`config.mk`:
```
export PLATFORM = sky130hd
export DESIGN_NAME = mips_exec_unit_flat
export DESIGN_NICKNAME = d
export VERILOG_FILES = /design/src/rtl/mips_exec_unit_if.sv /design/src/rtl/mips_exec_unit.sv /design/src/flat_wrapper.sv
export SDC_FILE = /design/constraint.sdc
export NUM_CORES = 2
export LEC_CHECK = 0
export ABC_CLOCK_PERIOD_IN_PS = 10200
export CORE_UTILIZATION = 63
export CTS_CLUSTER_SIZE = 40
export DETAILED_ROUTE_END_ITERATION = 7
export PLACE_DENSITY = 0.78
export SLEW_MARGIN = 5
export SYNTH_ARGS = -nofsm -noshare
export SYNTH_HDL_FRONTEND = slang
export SYNTH_SLANG_ARGS = --single-unit
```
`constraint.sdc`:
```
create_clock -name clk -period 10.2 [get_ports clk]
set_clock_uncertainty 0.15 [all_clocks]
set_input_delay 2.04 -clock clk [delete_from_list [all_inputs] [get_ports clk]]
set_output_delay 2.04 -clock clk [all_outputs]
set_load 0.01 [all_outputs]
```
`src/rtl/mips_exec_unit_if.sv`:
```
// Datapath bundle between the fetch/register-file side and mips_exec_unit.
// The master supplies the instruction and operands; the slave returns control and results.
interface mips_exec_unit_if;
  logic [31:0] instr;
  logic [31:0] rs_data;
  logic [31:0] rt_data;
  logic        reg_dst;
  logic        reg_write;
  logic        alu_src;
  logic        mem_read;
  logic        mem_write;
  logic        npc_jmp;
  logic [3:0]  alu_ctl;
  logic [4:0]  wr_addr;
  logic [31:0] alu_out;
  logic        alu_zero;
  logic [31:0] wb_data;

  modport master (
    output instr, rs_data, rt_data,
    input  reg_dst, reg_write, alu_src, mem_read, mem_write, npc_jmp,
    input  alu_ctl, wr_addr, alu_out, alu_zero, wb_data
  );

  modport slave (
    input  instr, rs_data, rt_data,
    output reg_dst, reg_write, alu_src, mem_read, mem_write, npc_jmp,
    output alu_ctl, wr_addr, alu_out, alu_zero, wb_data
  );
endinterface

```
`src/rtl/mips_exec_unit.sv`:
```
// Single-cycle MIPS-lite execution core: decode, 32-bit ALU and word-addressed data memory.
// Optional feature macro: ALU_SLT_EN adds the slt instruction and the SLT ALU operation.
module mips_exec_unit #(
  parameter int DM_WORDS = 64
) (
  input logic             clk,
  input logic             rst,
  mips_exec_unit_if.slave bus
);

  localparam int AW = (DM_WORDS > 1) ? $clog2(DM_WORDS) : 1;

  localparam logic [3:0] ALU_AND = 4'b0000;
  localparam logic [3:0] ALU_OR  = 4'b0001;
  localparam logic [3:0] ALU_ADD = 4'b0010;
  localparam logic [3:0] ALU_SUB = 4'b0110;
  localparam logic [3:0] ALU_SLT = 4'b0111;
  localparam logic [3:0] ALU_LUI = 4'b1000;

  logic [5:0]  op_s;
  logic [5:0]  funct_s;
  logic [15:0] imm_s;
  logic [31:0] ext_imm_s;
  logic [31:0] alu_b_s;
  logic [31:0] alu_out_s;
  logic        reg_dst_s;
  logic        reg_write_s;
  logic        alu_src_s;
  logic        mem_read_s;
  logic        mem_write_s;
  logic        beq_s;
  logic        sign_ext_s;
  logic [3:0]  alu_ctl_s;
  logic [AW-1:0] dm_idx_s;
  logic [31:0] dm_rdata_s;
  logic [31:0] mem_r [DM_WORDS];
  logic        unused_s;

  assign op_s    = bus.instr[31:26];
  assign funct_s = bus.instr[5:0];
  assign imm_s   = bus.instr[15:0];
  assign unused_s = ^bus.instr[25:21];

  // Instruction decode: unknown op/funct falls through to an all-zero-strobe NOP.
  always_comb begin
    reg_dst_s   = 1'b0;
    reg_write_s = 1'b0;
    alu_src_s   = 1'b0;
    mem_read_s  = 1'b0;
    mem_write_s = 1'b0;
    beq_s       = 1'b0;
    sign_ext_s  = 1'b0;
    alu_ctl_s   = ALU_ADD;
    case (op_s)
      6'b000000: begin
        case (funct_s)
          6'b100001: begin
            reg_dst_s   = 1'b1;
            reg_write_s = 1'b1;
            alu_ctl_s   = ALU_ADD;
          end
          6'b100011: begin
            reg_dst_s   = 1'b1;
            reg_write_s = 1'b1;
            alu_ctl_s   = ALU_SUB;
          end
`ifdef ALU_SLT_EN
          6'b101010: begin
            reg_dst_s   = 1'b1;
            reg_write_s = 1'b1;
            alu_ctl_s   = ALU_SLT;
          end
`endif
          default: alu_ctl_s = ALU_ADD;
        endcase
      end
      6'b001101: begin
        reg_write_s = 1'b1;
        alu_src_s   = 1'b1;
        alu_ctl_s   = ALU_OR;
      end
      6'b001111: begin
        reg_write_s = 1'b1;
        alu_src_s   = 1'b1;
        alu_ctl_s   = ALU_LUI;
      end
      6'b100011: begin
        reg_write_s = 1'b1;
        alu_src_s   = 1'b1;
        mem_read_s  = 1'b1;
        sign_ext_s  = 1'b1;
        alu_ctl_s   = ALU_ADD;
      end
      6'b101011: begin
        alu_src_s   = 1'b1;
        mem_write_s = 1'b1;
        sign_ext_s  = 1'b1;
        alu_ctl_s   = ALU_ADD;
      end
      6'b000100: begin
        beq_s     = 1'b1;
        alu_ctl_s = ALU_SUB;
      end
      default: alu_ctl_s = ALU_ADD;
    endcase
  end

  assign ext_imm_s = sign_ext_s ? {{16{imm_s[15]}}, imm_s} : {16'h0000, imm_s};
  assign alu_b_s   = alu_src_s ? ext_imm_s : bus.rt_data;

  // ALU; unassigned codes (and SLT when the feature is off) give zero.
  always_comb begin
    alu_out_s = 32'h0000_0000;
    case (alu_ctl_s)
      ALU_AND: alu_out_s = bus.rs_data & alu_b_s;
      ALU_OR:  alu_out_s = bus.rs_data | alu_b_s;
      ALU_ADD: alu_out_s = bus.rs_data + alu_b_s;
      ALU_SUB: alu_out_s = bus.rs_data - alu_b_s;
`ifdef ALU_SLT_EN
      ALU_SLT: alu_out_s = ($signed(bus.rs_data) < $signed(alu_b_s)) ? 32'h0000_0001 : 32'h0000_0000;
`endif
      ALU_LUI: alu_out_s = {alu_b_s[15:0], 16'h0000};
      default: alu_out_s = 32'h0000_0000;
    endcase
  end

  // Byte address bits [1:0] and everything above bit 7 are dropped, so addresses alias.
  assign dm_idx_s   = alu_out_s[AW+1:2];
  assign dm_rdata_s = mem_read_s ? mem_r[dm_idx_s] : 32'h0000_0000;

  // Data memory: asynchronous clear while in reset, store on the rising edge otherwise.
  always_ff @(posedge clk or negedge rst) begin
    if (!rst) begin
      for (int i = 0; i < DM_WORDS; i++) begin
        mem_r[i] <= 32'h0000_0000;
      end
    end else if (mem_write_s) begin
      mem_r[dm_idx_s] <= bus.rt_data;
    end
  end

  assign bus.reg_dst   = reg_dst_s;
  assign bus.reg_write = reg_write_s;
  assign bus.alu_src   = alu_src_s;
  assign bus.mem_read  = mem_read_s;
  assign bus.mem_write = mem_write_s;
  assign bus.npc_jmp   = beq_s & (alu_out_s == 32'h0000_0000);
  assign bus.alu_ctl   = alu_ctl_s;
  assign bus.wr_addr   = reg_dst_s ? bus.instr[15:11] : bus.instr[20:16];
  assign bus.alu_out   = alu_out_s;
  assign bus.alu_zero  = (alu_out_s == 32'h0000_0000);
  assign bus.wb_data   = mem_read_s ? dm_rdata_s : alu_out_s;

endmodule

```
`src/flat_wrapper.sv`:
```
// flat-port wrapper written by rule: the top's interface ports become plain ports
module mips_exec_unit_flat 
#(
  parameter int DM_WORDS = 64
)
  (clk, rst, bus_instr, bus_rs_data, bus_rt_data, bus_reg_dst, bus_reg_write, bus_alu_src, bus_mem_read, bus_mem_write, bus_npc_jmp, bus_alu_ctl, bus_wr_addr, bus_alu_out, bus_alu_zero, bus_wb_data);
  mips_exec_unit_if bus_i ();
  input logic clk;
  input logic rst;
  input wire logic [$bits(bus_i.instr)-1:0] bus_instr;
  input wire logic [$bits(bus_i.rs_data)-1:0] bus_rs_data;
  input wire logic [$bits(bus_i.rt_data)-1:0] bus_rt_data;
  output wire logic [$bits(bus_i.reg_dst)-1:0] bus_reg_dst;
  output wire logic [$bits(bus_i.reg_write)-1:0] bus_reg_write;
  output wire logic [$bits(bus_i.alu_src)-1:0] bus_alu_src;
  output wire logic [$bits(bus_i.mem_read)-1:0] bus_mem_read;
  output wire logic [$bits(bus_i.mem_write)-1:0] bus_mem_write;
  output wire logic [$bits(bus_i.npc_jmp)-1:0] bus_npc_jmp;
  output wire logic [$bits(bus_i.alu_ctl)-1:0] bus_alu_ctl;
  output wire logic [$bits(bus_i.wr_addr)-1:0] bus_wr_addr;
  output wire logic [$bits(bus_i.alu_out)-1:0] bus_alu_out;
  output wire logic [$bits(bus_i.alu_zero)-1:0] bus_alu_zero;
  output wire logic [$bits(bus_i.wb_data)-1:0] bus_wb_data;
  assign bus_i.instr = bus_instr;
  assign bus_i.rs_data = bus_rs_data;
  assign bus_i.rt_data = bus_rt_data;
  assign bus_reg_dst = bus_i.reg_dst;
  assign bus_reg_write = bus_i.reg_write;
  assign bus_alu_src = bus_i.alu_src;
  assign bus_mem_read = bus_i.mem_read;
  assign bus_mem_write = bus_i.mem_write;
  assign bus_npc_jmp = bus_i.npc_jmp;
  assign bus_alu_ctl = bus_i.alu_ctl;
  assign bus_wr_addr = bus_i.wr_addr;
  assign bus_alu_out = bus_i.alu_out;
  assign bus_alu_zero = bus_i.alu_zero;
  assign bus_wb_data = bus_i.wb_data;
  mips_exec_unit #(.DM_WORDS(DM_WORDS)) u_core (.clk(clk), .rst(rst), .bus(bus_i));
endmodule
```
After elaboration in Yosys (flattened, before gate mapping)
Index checks and enable logic that the tools add are counted.
Widths: inputs -> output; s select.
- output and inout bits: 80
- logic and storage cells: 112
- flip-flop bits (word level): 2048
- eq/ne operators: 11
- add/sub/neg operators: 2
- reductions and logical operators: 8
- magnitude comparators: 2
- bitwise logic cells: 4
- muxes and demuxes: 21
- operator list (kind ; count):
    $bwmux 2048 ; 1
    $bmux 32 s6 ; 1
    $demux 32 s6 ; 1
    $mux 32 ; 6
    $pmux 32 s5 ; 1
    $add 32x32->32 ; 1
    $and 32x32->32 ; 1
    $logic_not 32->1 ; 1
    $or 32x32->32 ; 1
    $sub 32x32->32 ; 1
    $eq 6x6->1 const B ; 4
    $pmux 4 s4 ; 1
    $eq 6x4->1 const B ; 2
    $ge 7x7->1 const B ; 1
    $lt 7x1->1 const B ; 1
    $mux 1 ; 7
    $not 6->7 ; 1
    $eq 6x3->1 const B ; 1
    $logic_not 6->1 ; 1
    $mux 5 ; 1
    $eq 4x1->1 const B ; 1
    $eq 4x2->1 const B ; 1
    $eq 4x3->1 const B ; 1
    $eq 4x4->1 const B ; 1
    other kinds (8) ; 9

Logic depth before layout (Yosys ltp)
- depth in word-level cells: 13
- gate-level depth with buffers: 27
- mapped depth without buffers: 25

Worst setup path before layout
OpenSTA, ideal clock, no wires.
- path kind: in2out
- from: input bus_instr[27]
- to: output bus_wb_data[10]
- path slack: 0.410 ns
- stages on the path: 25
- arrival: 7.600 ns
- required time: 8.010 ns
- path through: and3b_1 -> o21ai_2 -> clkbuf_1 -> buf_1 -> clkbuf_1 -> buf_1 -> mux2i_1 -> ha_1 -> nor2_1 -> xor2_1 -> ha_1 -> buf_2 -> or2_2 -> o21ai_1 -> xnor2_1 -> clkbuf_1 -> a31o_2 -> buf_2 -> buf_2 -> buf_1 -> clkbuf_1 -> a21oi_1 -> a31oi_1 -> a21oi_1 -> a41oi_1
- cells in the longest elaborated chain, start to end: 11
- ends and longest elaborated chain (what ; line ; text):
    from (decl) ; flat_wrapper.sv:10 ; input wire logic [$bits(bus_i.instr)-1:0] bus_instr;
    $eq 6x6->1 / $eq 6x4->1 (equally long branches) ; mips_exec_unit.sv:54 ; case (op_s)
    $reduce_or 4->1 (no source line) ; n/a ;
    $mux 1 ; mips_exec_unit.sv:54 ;
    $mux 32 ; mips_exec_unit.sv:109 ; assign alu_b_s = alu_src_s ? ext_imm_s : bus.rt_data;
    $sub 32x32->32, or another cell as far along ; mips_exec_unit.sv:118 ; ALU_SUB: alu_out_s = bus.rs_data - alu_b_s;
    $pmux 32 s5 ; mips_exec_unit.sv:114 ; case (alu_ctl_s)
    $not 6->7 (implied by the code) ; mips_exec_unit.sv:129 ; assign dm_rdata_s = mem_read_s ? mem_r[dm_idx_s] : 32'h0000_0000;
    $bmux 32 s6 ; mips_exec_unit.sv:129 ;
    $mux 32 (implied by the code) (2 in series) ; mips_exec_unit.sv:129 ;
    $mux 32 * ; mips_exec_unit.sv:152 ; assign bus.wb_data = mem_read_s ? dm_rdata_s : alu_out_s;
    to (decl) ; flat_wrapper.sv:23 ; output wire logic [$bits(bus_i.wb_data)-1:0] bus_wb_data;
Every way passes the cells marked *; elsewhere a longest branch is shown, timed or not. The select of a mux whose other input is x is not followed.

Worst setup path after layout
- from: input bus_instr[29]
- to: output bus_wb_data[30]
Same word-level chain as after synthesis.

==> results list <==
- Top Registers: u_core.mem_r x2048
- After Yosys synthesis, and, or, nand and nor cells account for roughly 4.6% of the synthesized area.
- Critical Path AT: 8000 ps
- Headroom to the max-slew limit: around 6%
- Cell type with the highest aggregate area in the netlist: sky130_fd_sc_hd__dfrtp_1
- Post-synthesis instance total: 7767
* Worst-path clk slew: 60 ps
- Total area of multi-input combinational cells: 0.0418 mm2
- In this run the power density over the cells is ~200 mW/mm2.
* Count of flip-flops with a built-in enable after synthesis: 0
- Area of the core region: 0.150 mm2
- For this run, design rule violations remaining after detail routing come to 11.
* Post-detailed-placement half-perimeter wirelength: 233 mm
- GRT Overall Usage: 47.8%
* Iteration-0 DRC Markers: between 10k and 15k
- H-tree depth: 4
- Summing all flip-flop and latch instances after layout gives 0.0512 mm2.
- Total setup violations reported at the end of the flow: 0
* Compound-Gate Fraction of Synth Area: 11.9%
* Count of input and output buffers: 172
- Floorplan die width: 391 um
- On the critical path the largest part of the delay comes from buffers and inverters.
- After synthesis, the share of cell area in mux cells is 25.4%.
- Number of filler cells placed in the layout: 9567
* Setup TNS Final: 0 ps
- Max frequency: 0.0981 GHz
- Cell with the most instances after synthesis: sky130_fd_sc_hd__mux2_2
* CP Launch Type: primary input
- CP endpoint kind: primary output
- Count of endpoints failing hold in the final timing report: 0
* Die area: 0.153 mm2
- Least-Margin Pin Slew: between 1000 and 1500 ps
- The die is 391 um tall.
* Area contributors post-synth: sky130_fd_sc_hd__dfrtp_1 (54%), sky130_fd_sc_hd__mux2_2 (24%), sky130_fd_sc_hd__nand2_1 (2.4%)
- Leakage power summed over all cells: between 50 and 60 nW
- Post-layout minimum cycle time: 10190 ps
- The first TritonRoute pass finished after 8 iterations.
- The number of hold buffers added after CTS was 0.
- Count of warnings emitted by yosys: 0
* Required time reported for the critical path endpoint: 8010 ps
- The worst register-to-register path ends at u_core.mem_r[1477]$_DFFE_PN0P_.
- For this run the aggregate overflow at the end of global routing stands at 0.
- By area, the combinational part of the netlist is dominated by multiplexers.
- Summed over all layers, the routed wires come to 369 mm.
* Net count of the mapped netlist: approximately 7.9k
- The run finished, with violations left.
- In this run, CTS created clock tree buffers numbering 205.
- Final slew viol count: 0
* Cell Chain, Critical Path: clkdlybuf4s50_1 > and3b_2 > o21ai_4 > buf_6 > mux2i_1 > xor2_1 > ha_1 > or2_2 > o21ai_1 > buf_4 > xnor2_2 > buf_6 > buf_4 > a211oi_4 > buf_12 > buf_12 > a22oi_1 > o221ai_1 > a21oi_1 > o211ai_1 > o32a_1 > clkdlybuf4s50_1
* Parity-gate share of the synthesized area counting xor and xnor cells: 0.458%
- Ys async rst share: 100%
- The post-route netlist has roughly two fifths of its cells at a drive strength greater than 1.
- Top cell types by occurrence after synthesis: sky130_fd_sc_hd__mux2_2 (2064), sky130_fd_sc_hd__dfrtp_1 (2048), sky130_fd_sc_hd__nand2_1 (614), sky130_fd_sc_hd__a21oi_1 (430), sky130_fd_sc_hd__clkbuf_1 (424)
- Non-filler instance count after layout: 10.4k
- Count of vias placed by the detailed router: 76.7k
- Counting cells, the worst reg-to-reg path comes to 1.
- Entering global routing, the biggest net connects around 190 pins.
- Launch point of the critical path: bus_instr[29]
* Area growth, synth to finish: 17.5%
- After detailed routing, the average wire length per cell comes to 35.4 um.
* Main synth FF type: sky130_fd_sc_hd__dfrtp_1
- Worst setup timing slack at the placement stage: -302 ps
- Count of standard-cell rows: between 100 and 150
* Critical-path cell with the highest stage delay: sky130_fd_sc_hd__clkdlybuf4s50_1
- Clock tree synthesis found a total of 2048 sinks.
- In this run the critical register-to-register path is launched from u_core.mem_r[1477]$_DFFE_PN0P_.
* Antenna violations before repair: 22
- Reported max-cap violation count: 0
- The path class of the tightest hold or removal check is reg2reg.
- Capture point of the worst path: bus_wb_data[30]
- Post-layout net count: 8365
* Global-route wire length before repair: 528 mm
- Residual antenna-violating net count after detailed routing: 0
* Critical path depth: 22
- Initial core utilization: 63.6%
- Along the worst hold path, the cell count comes to 1.
- TritonCTS clock tree: yes
- The register with the most flip-flops in the final layout is u_core.mem_r.
* Via count normalized by instance count: ~7.4
- Adder-cell area share of the yosys netlist: 0.453%
- Clock latency on the worst-skew pair: roughly 870 ps
- Post-synthesis instance area: 0.0955 mm2
- Average footprint of a synthesized cell: 12.3 um2
* Total power of the final layout: roughly 22 mW
- Number of unique standard cell types used by synthesis: 82
- Buf/Inv on CP: 8
* FF+latch count, synth: 2048
* Worst path setup slack after routing: 9.71 ps
- At the end of the flow the core is filled with cells to 74.8%.
* Number of cells after detailed placement: 10.0k
- Violated checks: design-rule violations
- At the end of routability-driven placement, the weighted congestion stood at 0.992.
- The worst-case IR drop observed on VDD is 0.000163 V.
* Maximum fanout along the worst path: 17
* Cell at the root of the clock tree: sky130_fd_sc_hd__clkbuf_16
* Register-to-register path setup slack: 9180 ps
* Share of the synthesized area in the top cell type: between 50% and 60%
- On the worst path, the slowest cell contributes a delay of 600 ps.
* I/O pin cnt: 178
- Dividing the final minimum period by the clock period gives 99.9%.
- Via count of the first global-routing pass: between 70k and 80k
* Unrepaired setup endpoints after global routing: true
- The longest clock path from root to sink contains 3 buffers.
* Seq/Total Area, Yosys: 53.7%
- Largest register FFs: 2048
- Type of the worst setup path: in2out
## worst min-delay path by stage
| stage | startpoint | endpoint |
|---|---|---|
| 5_1_grt | u_core.mem_r[8]$_DFFE_PN0P_ | u_core.mem_r[8]$_DFFE_PN0P_ |
| 2_1_floorplan | u_core.mem_r[19]$_DFFE_PN0P_ | u_core.mem_r[19]$_DFFE_PN0P_ |
| 3_5_place_dp | u_core.mem_r[1877]$_DFFE_PN0P_ | u_core.mem_r[1877]$_DFFE_PN0P_ |
| 3_3_place_gp | u_core.mem_r[19]$_DFFE_PN0P_ | u_core.mem_r[19]$_DFFE_PN0P_ |
| 6_report | u_core.mem_r[1877]$_DFFE_PN0P_ | u_core.mem_r[1877]$_DFFE_PN0P_ |
| 4_1_cts | u_core.mem_r[1877]$_DFFE_PN0P_ | u_core.mem_r[1877]$_DFFE_PN0P_ |
## cells in the final DEF, fill, tap and decap left out, types with 33 or more instances in the layout
master,count
sky130_fd_sc_hd__mux2_2,2063
sky130_fd_sc_hd__dfrtp_1,2048
sky130_fd_sc_hd__buf_4,755
sky130_fd_sc_hd__nand2_1,550
sky130_fd_sc_hd__a21oi_1,414
sky130_fd_sc_hd__clkbuf_16,207
sky130_fd_sc_hd__a22oi_1,204
sky130_fd_sc_hd__a221oi_1,189
sky130_fd_sc_hd__o21ai_0,175
sky130_fd_sc_hd__nor2_1,135
sky130_fd_sc_hd__clkdlybuf4s50_1,132
sky130_fd_sc_hd__mux2i_1,103
sky130_fd_sc_hd__buf_12,101
sky130_fd_sc_hd__a22o_1,100
sky130_fd_sc_hd__nand3_1,88
sky130_fd_sc_hd__a222oi_1,76
sky130_fd_sc_hd__a31oi_1,75
sky130_fd_sc_hd__nand2_2,66
sky130_fd_sc_hd__a211oi_1,57
sky130_fd_sc_hd__clkbuf_8,57
sky130_fd_sc_hd__clkbuf_1,47
sky130_fd_sc_hd__o22ai_1,39
sky130_fd_sc_hd__a221o_1,36
sky130_fd_sc_hd__nor3_1,35
sky130_fd_sc_hd__clkinv_2,33
sky130_fd_sc_hd__buf_2,33
## per-layer routing
| layer | GRT usage, % | part of all wire (%) | up-vias |
|---|---|---|---|
| met3 | 17.5 | 15 | 1755 |
| met1 | 61.3 | 35 | 38922 |
| met2 | 68.0 | 42 | 6421 |
| met5 | 0 | 0.031 | - |
| li1 | - | - | 29623 |
| met4 | 32.0 | 7.6 | 18 |
## where the power goes
part / switching (mW) / internal, mW / total, mW
logic: 3.99 / 1.92 / 5.91
clock network: 3.39 / 4.39 / 7.78
registers: 0.120 / 8.34 / 8.46
## what timing repair did
action,4_1_cts,5_1_grt
cloned,0,1
endpoints found under the setup margin,17,35
pin swaps,2,13
buffers inserted,2,11
resized for setup,25,101
## area by class of cell
| class | instances | area share, % |
|---|---|---|
| repair buffers | 1040 | 8.43 |
| inverters | 32 | 0.127 |
| clock inverters | 64 | 0.780 |
| flip-flops and latches | 2048 | 45.7 |
| well taps | 2016 | 2.25 |
| clock buffers | 310 | 5.45 |
| diodes | 13 | 0.0290 |
| multi-input cells | 4906 | 37.3 |
## per-stage QoR
| step | area (um2) | hold slack [ps] |
|---|---|---|
| floorplan | 95500 | 315 |
| global placement | 105000 | 324 |
| detailed placement | 105000 | 335 |
| CTS | 112000 | 348 |
| global route | 112000 | 358 |
| finish | 112000 | 351 |
## kinds of logic (layout without fill, tap and decap cells)
kind of cell / after synthesis / count (layout)
multiplexers: 2170 / 2170
flip-flops: 2048 / 2048
AO/OA/AOI/OAI: 1628 / 1628
AND/OR/NAND/NOR: 1024 / 1024
buffers and inverters: 813 / 1446
XOR/XNOR: 50 / 50
adder cells (fa/ha/maj): 34 / 34
other: 0 / 13
(Power assumes the default switching activity.)
